==> src/rtl/mult_pkg.sv <==
// rtl/mult_pkg.sv - shared types and derived constants for the Booth multiplier
package mult_pkg;

  typedef enum logic [1:0] {IDLE, RUN, DONE} state_t;

  typedef enum logic [2:0] {ZERO, PM, P2M, NM, N2M} booth_op_t;

  // WIDTH+2 extended multiplier bits, two retired per step
  function automatic int calc_steps(input int width);
    return width / 2 + 1;
  endfunction

endpackage

==> src/rtl/booth4_recode.sv <==
// rtl/booth4_recode.sv - radix-4 Booth recoder: 3-bit window to zero/two/neg flags
module booth4_recode
  import mult_pkg::*;
(
  input  logic [2:0] window,
  output logic       zero,
  output logic       two,
  output logic       neg
);

  booth_op_t op;

  always_comb begin
    op = ZERO;
    case (window)
      3'b001, 3'b010: op = PM;
      3'b011:         op = P2M;
      3'b100:         op = N2M;
      3'b101, 3'b110: op = NM;
      default:        op = ZERO;
    endcase
  end

  assign zero = (op == ZERO);
  assign two  = (op == P2M) || (op == N2M);
  assign neg  = (op == NM) || (op == N2M);

endmodule

==> src/rtl/booth4_mult_seq.sv <==
// rtl/booth4_mult_seq.sv - sequential radix-4 Booth multiplier, signed/unsigned, start/busy/done
module booth4_mult_seq
  import mult_pkg::*;
#(
  parameter int WIDTH = 32,
  parameter int STEPS = calc_steps(WIDTH)
) (
  input  logic             clock,
  input  logic             resetn,
  input  logic             start,
  input  logic             is_signed,
  input  logic [WIDTH-1:0] operand_a,
  input  logic [WIDTH-1:0] operand_b,
  output logic             busy,
  output logic             done,
  output logic [WIDTH-1:0] result_lo,
  output logic [WIDTH-1:0] result_hi,
  output logic             overflow
);

  localparam int XW = WIDTH + 2;
  localparam int AW = WIDTH + 3;
  localparam int PW = 2 * WIDTH + 5;
  localparam int CW = $clog2(STEPS);

  state_t state, state_next;

  logic [CW-1:0]      count;
  logic [PW-1:0]      prod;
  logic [PW-1:0]      prod_step;
  logic [XW-1:0]      mcand;
  logic               mode_signed;
  logic [XW-1:0]      a_ext, b_ext;
  logic               rec_zero, rec_two, rec_neg;
  logic [AW-1:0]      m_wide, m_mag, addend, sum;
  logic [2*WIDTH-1:0] product;
  logic               ovf_next;
  logic               accept;
  logic               last_step;

  assign a_ext     = {{2{is_signed & operand_a[WIDTH-1]}}, operand_a};
  assign b_ext     = {{2{is_signed & operand_b[WIDTH-1]}}, operand_b};
  assign accept    = start && (state != RUN);
  assign last_step = (state == RUN) && (count == CW'(STEPS - 1));

  booth4_recode u_recode (
    .window (prod[2:0]),
    .zero   (rec_zero),
    .two    (rec_two),
    .neg    (rec_neg)
  );

  // Accumulator is sign-extended one bit so +/-2M can never overflow the adder
  always_comb begin
    m_wide    = {mcand[XW-1], mcand};
    m_mag     = rec_two ? {m_wide[AW-2:0], 1'b0} : m_wide;
    addend    = rec_zero ? '0 : (rec_neg ? (~m_mag + AW'(1)) : m_mag);
    sum       = {prod[PW-1], prod[PW-1:XW+1]} + addend;
    prod_step = {sum[AW-1], sum, prod[XW:2]};
    product   = prod_step[2*WIDTH:1];
    ovf_next  = mode_signed
              ? !((&product[2*WIDTH-1:WIDTH-1]) || !(|product[2*WIDTH-1:WIDTH-1]))
              : (|product[2*WIDTH-1:WIDTH]);
  end

  always_comb begin
    state_next = state;
    busy       = 1'b0;
    done       = 1'b0;
    case (state)
      IDLE: if (start) state_next = RUN;
      RUN: begin
        busy = 1'b1;
        if (count == CW'(STEPS - 1)) state_next = DONE;
      end
      DONE: begin
        done       = 1'b1;
        state_next = start ? RUN : IDLE;
      end
      default: state_next = IDLE;
    endcase
  end

  always_ff @(posedge clock or negedge resetn) begin
    if (!resetn) state <= IDLE;
    else         state <= state_next;
  end

  always_ff @(posedge clock or negedge resetn) begin
    if (!resetn) begin
      prod        <= '0;
      mcand       <= '0;
      mode_signed <= 1'b0;
      count       <= '0;
      result_lo   <= '0;
      result_hi   <= '0;
      overflow    <= 1'b0;
    end else if (accept) begin
      prod        <= {XW'(0), b_ext, 1'b0};
      mcand       <= a_ext;
      mode_signed <= is_signed;
      count       <= '0;
    end else if (state == RUN) begin
      prod  <= prod_step;
      count <= count + CW'(1);
      if (last_step) begin
        result_lo <= product[WIDTH-1:0];
        result_hi <= product[2*WIDTH-1:WIDTH];
        overflow  <= ovf_next;
      end
    end
  end

endmodule

==> config.mk <==
export PLATFORM = sky130hd
export DESIGN_NAME = booth4_mult_seq
export DESIGN_NICKNAME = d
export VERILOG_FILES = /design/src/rtl/mult_pkg.sv /design/src/rtl/booth4_recode.sv /design/src/rtl/booth4_mult_seq.sv
export SDC_FILE = /design/constraint.sdc
export NUM_CORES = 1
export LEC_CHECK = 0
export CORE_MARGIN = 2
export CORE_UTILIZATION = 40
export CTS_CLUSTER_DIAMETER = 150
export CTS_CLUSTER_SIZE = 40
export DETAILED_ROUTE_END_ITERATION = 8
export SYNTH_ARGS = -nofsm -noshare
export SYNTH_HDL_FRONTEND = slang
export SYNTH_SLANG_ARGS = --single-unit
==> constraint.sdc <==
create_clock -name clock -period 8.2 [get_ports clock]
set_clock_uncertainty 0.2 [all_clocks]
set_input_delay 0.82 -clock clock [delete_from_list [all_inputs] [get_ports clock]]
set_output_delay 0.82 -clock clock [all_outputs]
set_load 0.01 [all_outputs]
# After elaboration in Yosys (flattened, before gate mapping)
# Cells that the tools add are included.
[word_totals]
ff_bits = 175
input_bits = 68
output_inout_bits = 67
[op_classes]
n_addsub = 3
n_eq_ne = 15
n_mux = 15
bitwise_logic = 4
n_reduce_logical = 17
[op_table]
columns = ["cell", "count"]
rows = [
  ["2-to-1 mux 69 bit", 2],
  ["2-to-1 mux 35 bit", 2],
  ["adder 35 x 1 -> 35 bit, second input constant", 1],
  ["adder 35 bit", 1],
  ["NOT 35 bit", 1],
  ["2-to-1 mux 33 bit", 1],
  ["AND reduction 33 bit", 1],
  ["OR reduction 33 bit", 1],
  ["OR reduction 32 bit", 1],
  ["equality test 3 x 2 -> 1 bit, second input constant", 4],
  ["equality test 3 bit, second input constant", 4],
  ["one-hot mux 3 bit (4 select lines)", 1],
  ["2-to-1 mux 5 bit", 2],
  ["one-hot mux 2 bit (3 select lines)", 1],
  ["adder 5 x 1 -> 5 bit, second input constant", 1],
  ["equality test 5 bit, second input constant", 1],
  ["2-to-1 mux 1 bit", 4],
  ["2-to-1 mux 2 bit", 2],
  ["inequality test 2 bit, second input constant", 2],
  ["OR reduction 2 bit", 2],
  ["equality test 3 x 1 -> 1 bit, second input constant", 1],
  ["zero test 3 bit", 1],
  ["logical OR 1 bit", 3],
  ["AND reduction 3 bit", 1],
  ["other kinds (10)", 13],
]

# Longest topological paths before layout
# Gate-level depths: netlist of the first run.
[depth]
depth_word = 16
depth_mapped = 27

# By module
# Synthesis of the first run repeated with hierarchy kept, for this count alone.
[unflattened]
cells_unflattened = 1182
area_unflattened_um2 = 10344.9
[by_module_without_submodules]
columns = ["mod", "n_inst", "cells_per_inst", "area_each_um2", "seq_area_each_um2"]
rows = [
  ["booth4_mult_seq", 1, 1176, 10308.6, 4354.2],
  ["booth4_recode", 1, 6, 36.3, 0.0],
]

# Worst setup path after synthesis of the first run
# No wires, ideal clock.
[synth_path]
kind = "reg2reg"
from = "register prod[1]"
to = "register overflow"
arrival_time_ns = 5.448
setup_slack_ns = 2.421
path_stages_with_launch = 26
path_buffers = 3
synth_period_minus_slack_ns = 5.779
path_cell_list = "dfrtp_1 > buf_6 > or3b_4 > buf_6 > nand2_1 > mux2i_1 > ha_1 > nand4_2 > or2_1 > buf_2 > a2111o_1 > nand2_2 > xnor2_1 > a221oi_1 > a31oi_1 > ha_1 > o21a_1 > o22ai_1 > or4_1 > a211o_1 > a21oi_1 > xnor2_1 > and3_1 > nand4_1 > o311ai_0 > nand2_1"
[synth_via]
elab_chain_len = 16
word_cells_on_any_way = 28
classes_between = "add/sub: 2; eq/ne: 9; mux: 5; bitwise: 1; reduce/logical: 11"
[synth_lines]
columns = ["item", "line_no", "rtl"]
rows = [
  ["start, declared", "booth4_mult_seq.sv:29", "logic [PW-1:0] prod;"],
  ["start signal, assigned", "booth4_mult_seq.sv:99", "prod <= {XW'(0), b_ext, 1'b0};"],
  ["start signal, assigned", "booth4_mult_seq.sv:104", "prod <= prod_step;"],
  ["equality test 3 bit, or another cell as far along", "booth4_recode.sv:15", "case (window)"],
  ["OR reduction 2 bit", "booth4_recode.sv:15", ""],
  ["one-hot mux 3 bit (4 select lines) (*)", "booth4_recode.sv:15", ""],
  ["equality test 3 x 2 -> 1 bit or equality test 3 bit (tied branches)", "booth4_recode.sv:25, booth4_recode.sv:26", ""],
  ["logical OR 1 bit", "booth4_recode.sv:25", "assign two = (op == P2M) || (op == N2M);"],
  ["2-to-1 mux 33 bit", "booth4_mult_seq.sv:56", "m_mag = rec_two ? {m_wide[AW-2:0], 1'b0} : m_wide;"],
  ["NOT 35 bit", "booth4_mult_seq.sv:57", "addend = rec_zero ? '0 : (rec_neg ? (~m_mag + AW'(1)) : m_mag);"],
  ["adder 35 x 1 -> 35 bit", "booth4_mult_seq.sv:57", ""],
  ["2-to-1 mux 35 bit", "booth4_mult_seq.sv:57", ""],
  ["2-to-1 mux 35 bit (*)", "booth4_mult_seq.sv:57", ""],
  ["adder 35 bit (*)", "booth4_mult_seq.sv:58", "sum = {prod[PW-1], prod[PW-1:XW+1]} + addend;"],
  ["OR reduction 33 bit", "booth4_mult_seq.sv:62", "? !((&product[2*WIDTH-1:WIDTH-1]) || !(|product[2*WIDTH-1:WIDTH-1]))"],
  ["zero test 1 bit", "booth4_mult_seq.sv:62", ""],
  ["logical OR 1 bit", "booth4_mult_seq.sv:62", ""],
  ["zero test 1 bit", "booth4_mult_seq.sv:62", ""],
  ["2-to-1 mux 1 bit (*)", "booth4_mult_seq.sv:62", ""],
  ["end signal, assigned", "booth4_mult_seq.sv:109", "overflow <= ovf_next;"],
  ["end, declared", "booth4_mult_seq.sv:18", "output logic overflow"],
]
# Mark *: on every way between the ends. The rest lies on a longest branch, timed or not.
# A chain may end at the register's enable or synchronous reset.

# Worst setup path in the final report of the first run
[layout_path]
from = "register prod[2]"
to = "register overflow"
# Same word-level chain as after synthesis.

==> results of run 1 <==
==> worst max-delay path, stage by stage, from the launching register on <==
cell and delay (ns):
dfrtp_1 0.54, and3b_1 0.53, nor2_1 0.32, nand2_1 0.20
ha_1 0.27, nand4_2 0.20, nor3_2 0.40, nand2_1 0.21
nor3_1 0.34, nor2_1 0.10, a221oi_1 0.29, a31oi_1 0.09
ha_1 0.29, a2111oi_0 0.64, o221ai_1 0.30, and2_1 0.24
and3_1 0.19, a2111oi_0 0.31, o211ai_1 0.23, nor4_1 0.32
nand4_1 0.14, o41ai_1 0.40, nand2_1 0.09
==> area by class of cell <==
class                      instances  share of cell area, %
inverter                          23                  0.630
sequential                       174                   31.8
tap                              384                   3.51
clock buffer                      18                   3.21
multi-input combinational       1081                   49.1
timing repair buffer             149                   10.6
clock inverter                    14                   1.21
==> logic make-up (layout without fill, tap and decap cells) <==
group | count (synthesis) | in the layout | share of synthesized area, %
muxes | 81 | 81 | 7.38
adders and majority gates | 38 | 38 | 4.17
xor gates and xnor gates | 67 | 67 | 5.07
DFF | 174 | 174 | 37.6
and+or+nand+nor | 515 | 515 | 20.9
AOI/OAI and AO/OA | 380 | 380 | 20.5
buffers and inverters | 125 | 204 | 4.36
==> synth_stat cells (all sizes together), types with 13 or more instances <==
master	number
ha	37
a211oi	17
a31oi	15
mux2	35
clkbuf	76
nand2	241
nand2b	18
inv	19
nand3	54
o21ai	155
nor3	31
xor2	33
nor2	77
nand4	16
a21o	13
a21oi	67
dfrtp	174
nor3b	13
mux2i	46
buf	26
xnor2	34
==> per-stage QoR <==
stage               hold slack, ns  util [%]
finish                       0.123      47.9
global route                 0.159      47.9
global placement             0.258      45.8
floorplan                    0.243         -
CTS                          0.143      47.9
detailed placement           0.262      45.8
==> worst max-delay path by stage <==
stage,to,slack (ns),depth (start not counted)
finish,overflow,1.24,22
global route,overflow,0.75,22
CTS,overflow,1.48,22
detailed placement,overflow,1.52,22
global placement,overflow,1.69,16
floorplan,overflow,2.42,25
==> per-layer routing <==
layer  up-vias  GRT usage (%)  wire length, microns
li1       5068              -                     -
met1      5034           29.9                 15400
met2       287           37.0                 16300
met3        50           5.77                  2100
met4         0           8.23                   957
met5         -              0                     0
==> sequential cells by signal (all words and copies together), names as in the netlist <==
signal,count
prod,68
mcand,33
result_hi,32
result_lo,32
count,5
state,2
mode_signed,1
overflow,1
==> qor.yml, run 1 <==
run_status:
  status: "finished clean"
logic_synthesis:
  ys_async_sr_fraction_pct: 100
  seq_area_frac_synth_pct: 37.6
  synth-edff-count: 0
  synth_flop_cell: "dfrtp_1"
  ys_ff_latch: 174
  yosys.area.top_type: "dfrtp_1"
  syn_nets: 1486
  synthDistinctLibCells: 81
  syn-cell-area_sq_um: 11600
  yosysWarnings: 0
  syn_avg_cell_area_sq_um: 8.39
  synth_top_area_share_pct: 37.6
  synth.area.top_cells: "dfrtp_1, nand2_1, o21ai_0"
  postSynthCellCount: 1380
final_layout:
  layout_common_cells: "nand2_1, dfrtp_1, o21ai_0"
  nets: 1552
  finish.instance_area_sq_um: 13700
  layout-drive-gt1-share_pct: 7.20
  multiInputGateArea_sq_um: 6730
  ff_latch_area_sq_um: 4350
  fin_cells: 1843
  antenna_cells: 0
  fillers: 2765
  area_growth_syn_to_layout_pct: 18.4
  mostFrequentLayoutCell: "nand2_1"
drt:
  vias_per_cell: 5.66
  wire_per_inst_microns: 18.9
  drtIter0Drc: 610
  antenna_left: 0
  drc_errors: 0
  vias: 10439
  drt_wl_total_mm: 34.8
  firstDrtPassIters: 5
floorplan:
  fp-row-count: 62
  core_area_sq_um: 28600
  die-height_microns: 174
  start_util_pct: 40.4
  dieWidth_microns: 174
  dieArea_sq_um: 30300
  pin_count: 135
worst_setup_path:
  r2r_cells: 22
  path_max_fanout: 14
  crit_start: "prod[2]"
  reg2reg_from: "prod[2]"
  cp-start-kind: "register"
  required_ns: 8.32
  worstReg2RegEnd: "overflow"
  arrival_ns: 7.08
  crit_path_end_kind: "register"
  reg2reg_slack_ns: 1.24
  critPathKind: "register to register"
global_routing:
  grt_pass1_wl_mm: 55.5
  grt_max_degree: 78
  overflow: 0
  antenna_found_initial: 0
  grt_usage_pct: 22.9
  grt_pass1_vias: 10048
placed_design:
  post_dp_cell_area_sq_um: 13100
  place_ws_ns: 1.52
  dp_cells: 1811
  hpwl_mm: 24.9
  portBuffers: 134
  gp_congestion: 0.937
sta:
  fin_ws_ns: 1.24
  final-max-slew-violation-count: 0
  final-setup-viol-count: 0
  worst_slew_pin_slew_ns: 1.16
  fmax_mhz: 144
  hold_viol: 0
  setup_tns_ns: 0
  slew_headroom_pct: 21.9
  rsz0062_at_grt: "no"
  finalCritPeriodShare_pct: 84.9
  fin_crit_ns: 6.96
clock_tree:
  clk_pin_slew_ns: 0.08
  ctsResizeCount: 0
  cts_setup_buffers: 0
  cts_root_buf: "clkbuf_16"
  cts_tree: "done"
  cts.sinks: 174
  cts_buffers: 17
  cts.hold.buffers_added: 0
  htreeDepth: 4
  cts.path.max_buffers: 2
  clk_latency_ns: 0.45
flow_run:
  max-cap-violations: 0
hold_path:
  min_path_type: "input port to async pin"
Power of run 1 is left out: the tool's default activity adds up to more than one toggle a clock period on the data nets, which glitch-free logic cannot reach.
==> run 2: changes to the inputs <==
==> constraint.sdc (replaced) <==
create_clock -name clock -period 6.3 [get_ports clock]
set_clock_uncertainty 0.2 [all_clocks]
set_input_delay 0.63 -clock clock [delete_from_list [all_inputs] [get_ports clock]]
set_output_delay 0.63 -clock clock [all_outputs]
set_load 0.01 [all_outputs]
==> qor.yml, run 2 (synthesis gave the netlist of run 1 again) <==
sta:
  hold_viol: 0
  final-max-slew-violation-count: 0
  whs_ns: 0.277
  worst_slew_pin_slew_ns: 0.868
  final-setup-viol-count: 0
  fin_crit_ns: 6.07
  slew_headroom_pct: 42.2
  fmax_mhz: 165
  finalCritPeriodShare_pct: 96.3
flow_run:
  max-cap-violations: 0
global_routing:
  antenna_found_initial: 0
  grt_usage_pct: 22.9
  grt_max_degree: 79
  grt_pass1_wl_mm: 55.3
  grt_pass1_vias: 10107
  overflow: 0
floorplan:
  core_area_sq_um: 28600
  dieArea_sq_um: 30300
  pin_count: 135
  die-height_microns: 174
  dieWidth_microns: 174
  fp-row-count: 62
  start_util_pct: 40.4
drt:
  drtIter0Drc: 639
  wl_met1_mm: 15.5
  top_layer: "met4"
  drc_errors: 0
  antenna_left: 0
  routed-wl-met2_mm: 16.3
  vias_per_cell: 5.63
  wire_per_inst_microns: 18.6
  firstDrtPassIters: 5
  vias: 10594
  dr_wl_met3_mm: 1.99
  drt_wl_total_mm: 34.9
worst_setup_path:
  critPathKind: "register to register"
  arrival_ns: 6.18
  cp-start-kind: "register"
  path_max_fanout: 46
  reg2reg_slack_ns: 0.23
  r2r_cells: 23
  crit_path_end_kind: "register"
  reg2reg_from: "prod[1]"
  worstReg2RegEnd: "overflow"
  required_ns: 6.41
clock_tree:
  cts_buffers: 17
  clk_latency_ns: 0.44
  cts_root_buf: "clkbuf_16"
  clk_pin_slew_ns: 0.07
  htreeDepth: 4
  cts_setup_buffers: 0
  cts.sinks: 174
  cts_tree: "done"
  cts.path.max_buffers: 2
final_layout:
  finish.instance_area_sq_um: 14100
  nets: 1590
  largest_register: "prod"
  layout_common_cells: "nand2_1, dfrtp_1, o21ai_0"
  largest_reg_flops: 68
  ff_latch_area_sq_um: 4350
  area_growth_syn_to_layout_pct: 21.6
  layout-drive-gt1-share_pct: 10.2
  mostFrequentLayoutCell: "nand2_1"
  reg.largest.list: "prod x68, mcand x33"
  multiInputGateArea_sq_um: 6780
  fin_cells: 1881
  fillers: 2744
  antenna_cells: 0
placed_design:
  dp_cells: 1848
  portBuffers: 134
  gp_congestion: 0.937
  post_dp_cell_area_sq_um: 13400
  hpwl_mm: 25.1
hold_path:
  hp-start: "result_lo[28]"
  whs_endpoint: "result_lo[28]"
  holdPathStages: 2
  min_path_type: "register to register"
run_status:
  status: "finished clean"
run 2: what timing repair did:
item / 4_1_cts / 5_1_grt
hold endpoints to repair: 55 / 0
hold buffers: 1 / 0
gates resized for setup: 0 / 13
setup endpoints to repair: 0 / 1
run 2: metrics by stage:
step / util, % / setup slack, ns / TNS [ns]
after detailed placement: 46.8 / 0.268 / 0
after floorplan: - / 0.521 / 0
after global routing: 49.2 / -0.0380 / -0.0380
final: 49.2 / 0.231 / 0
after CTS: 49.0 / 0.219 / 0
after global placement: 46.8 / 0.343 / 0
run 2: final cells by class:
cell class                 count  share of cell area, %
clock buffer                  19                   3.22
tap                          384                   3.41
sequential                   174                   30.9
clock inverter                13                   1.19
inverter                      23                  0.614
multi-input combinational   1081                   48.2
timing repair buffer         187                   12.4
run 2: worst max-delay path by stage:
stage	from	end	slack (ns)
after floorplan	prod[1]	overflow	0.52
after global placement	prod[1]	overflow	0.34
after detailed placement	prod[1]	overflow	0.27
after CTS	prod[1]	overflow	0.22
after global routing	prod[1]	overflow	-0.04
final	prod[1]	overflow	0.23
run 2: worst max-delay path, stage by stage (launching register included):
cell      delay (ns)
dfrtp_1         0.42
buf_12          0.19
nand3b_1        0.12
buf_4           0.14
o21ai_0         0.22
o221ai_1        0.31
nand4_2         0.23
or2_4           0.34
a2111o_1        0.42
nand2_2         0.10
xnor2_1         0.06
a221oi_1        0.24
a31oi_1         0.09
ha_1            0.40
o21a_1          0.18
o22ai_1         0.12
or4_1           0.56
a211o_1         0.36
a21oi_1         0.19
xnor2_1         0.21
and3_1          0.26
nand4_1         0.11
o311ai_0        0.35
nand2_1         0.11
run 2: layer usage:
| layer | vias to the layer above | GRT usage (%) |
|---|---|---|
| met4 | 0 | 8.86 |
| met5 | - | 0 |
| met3 | 64 | 5.05 |
| met1 | 5083 | 30.0 |
| met2 | 303 | 36.9 |
| li1 | 5144 | - |
Power of run 2 is left out for the same reason.
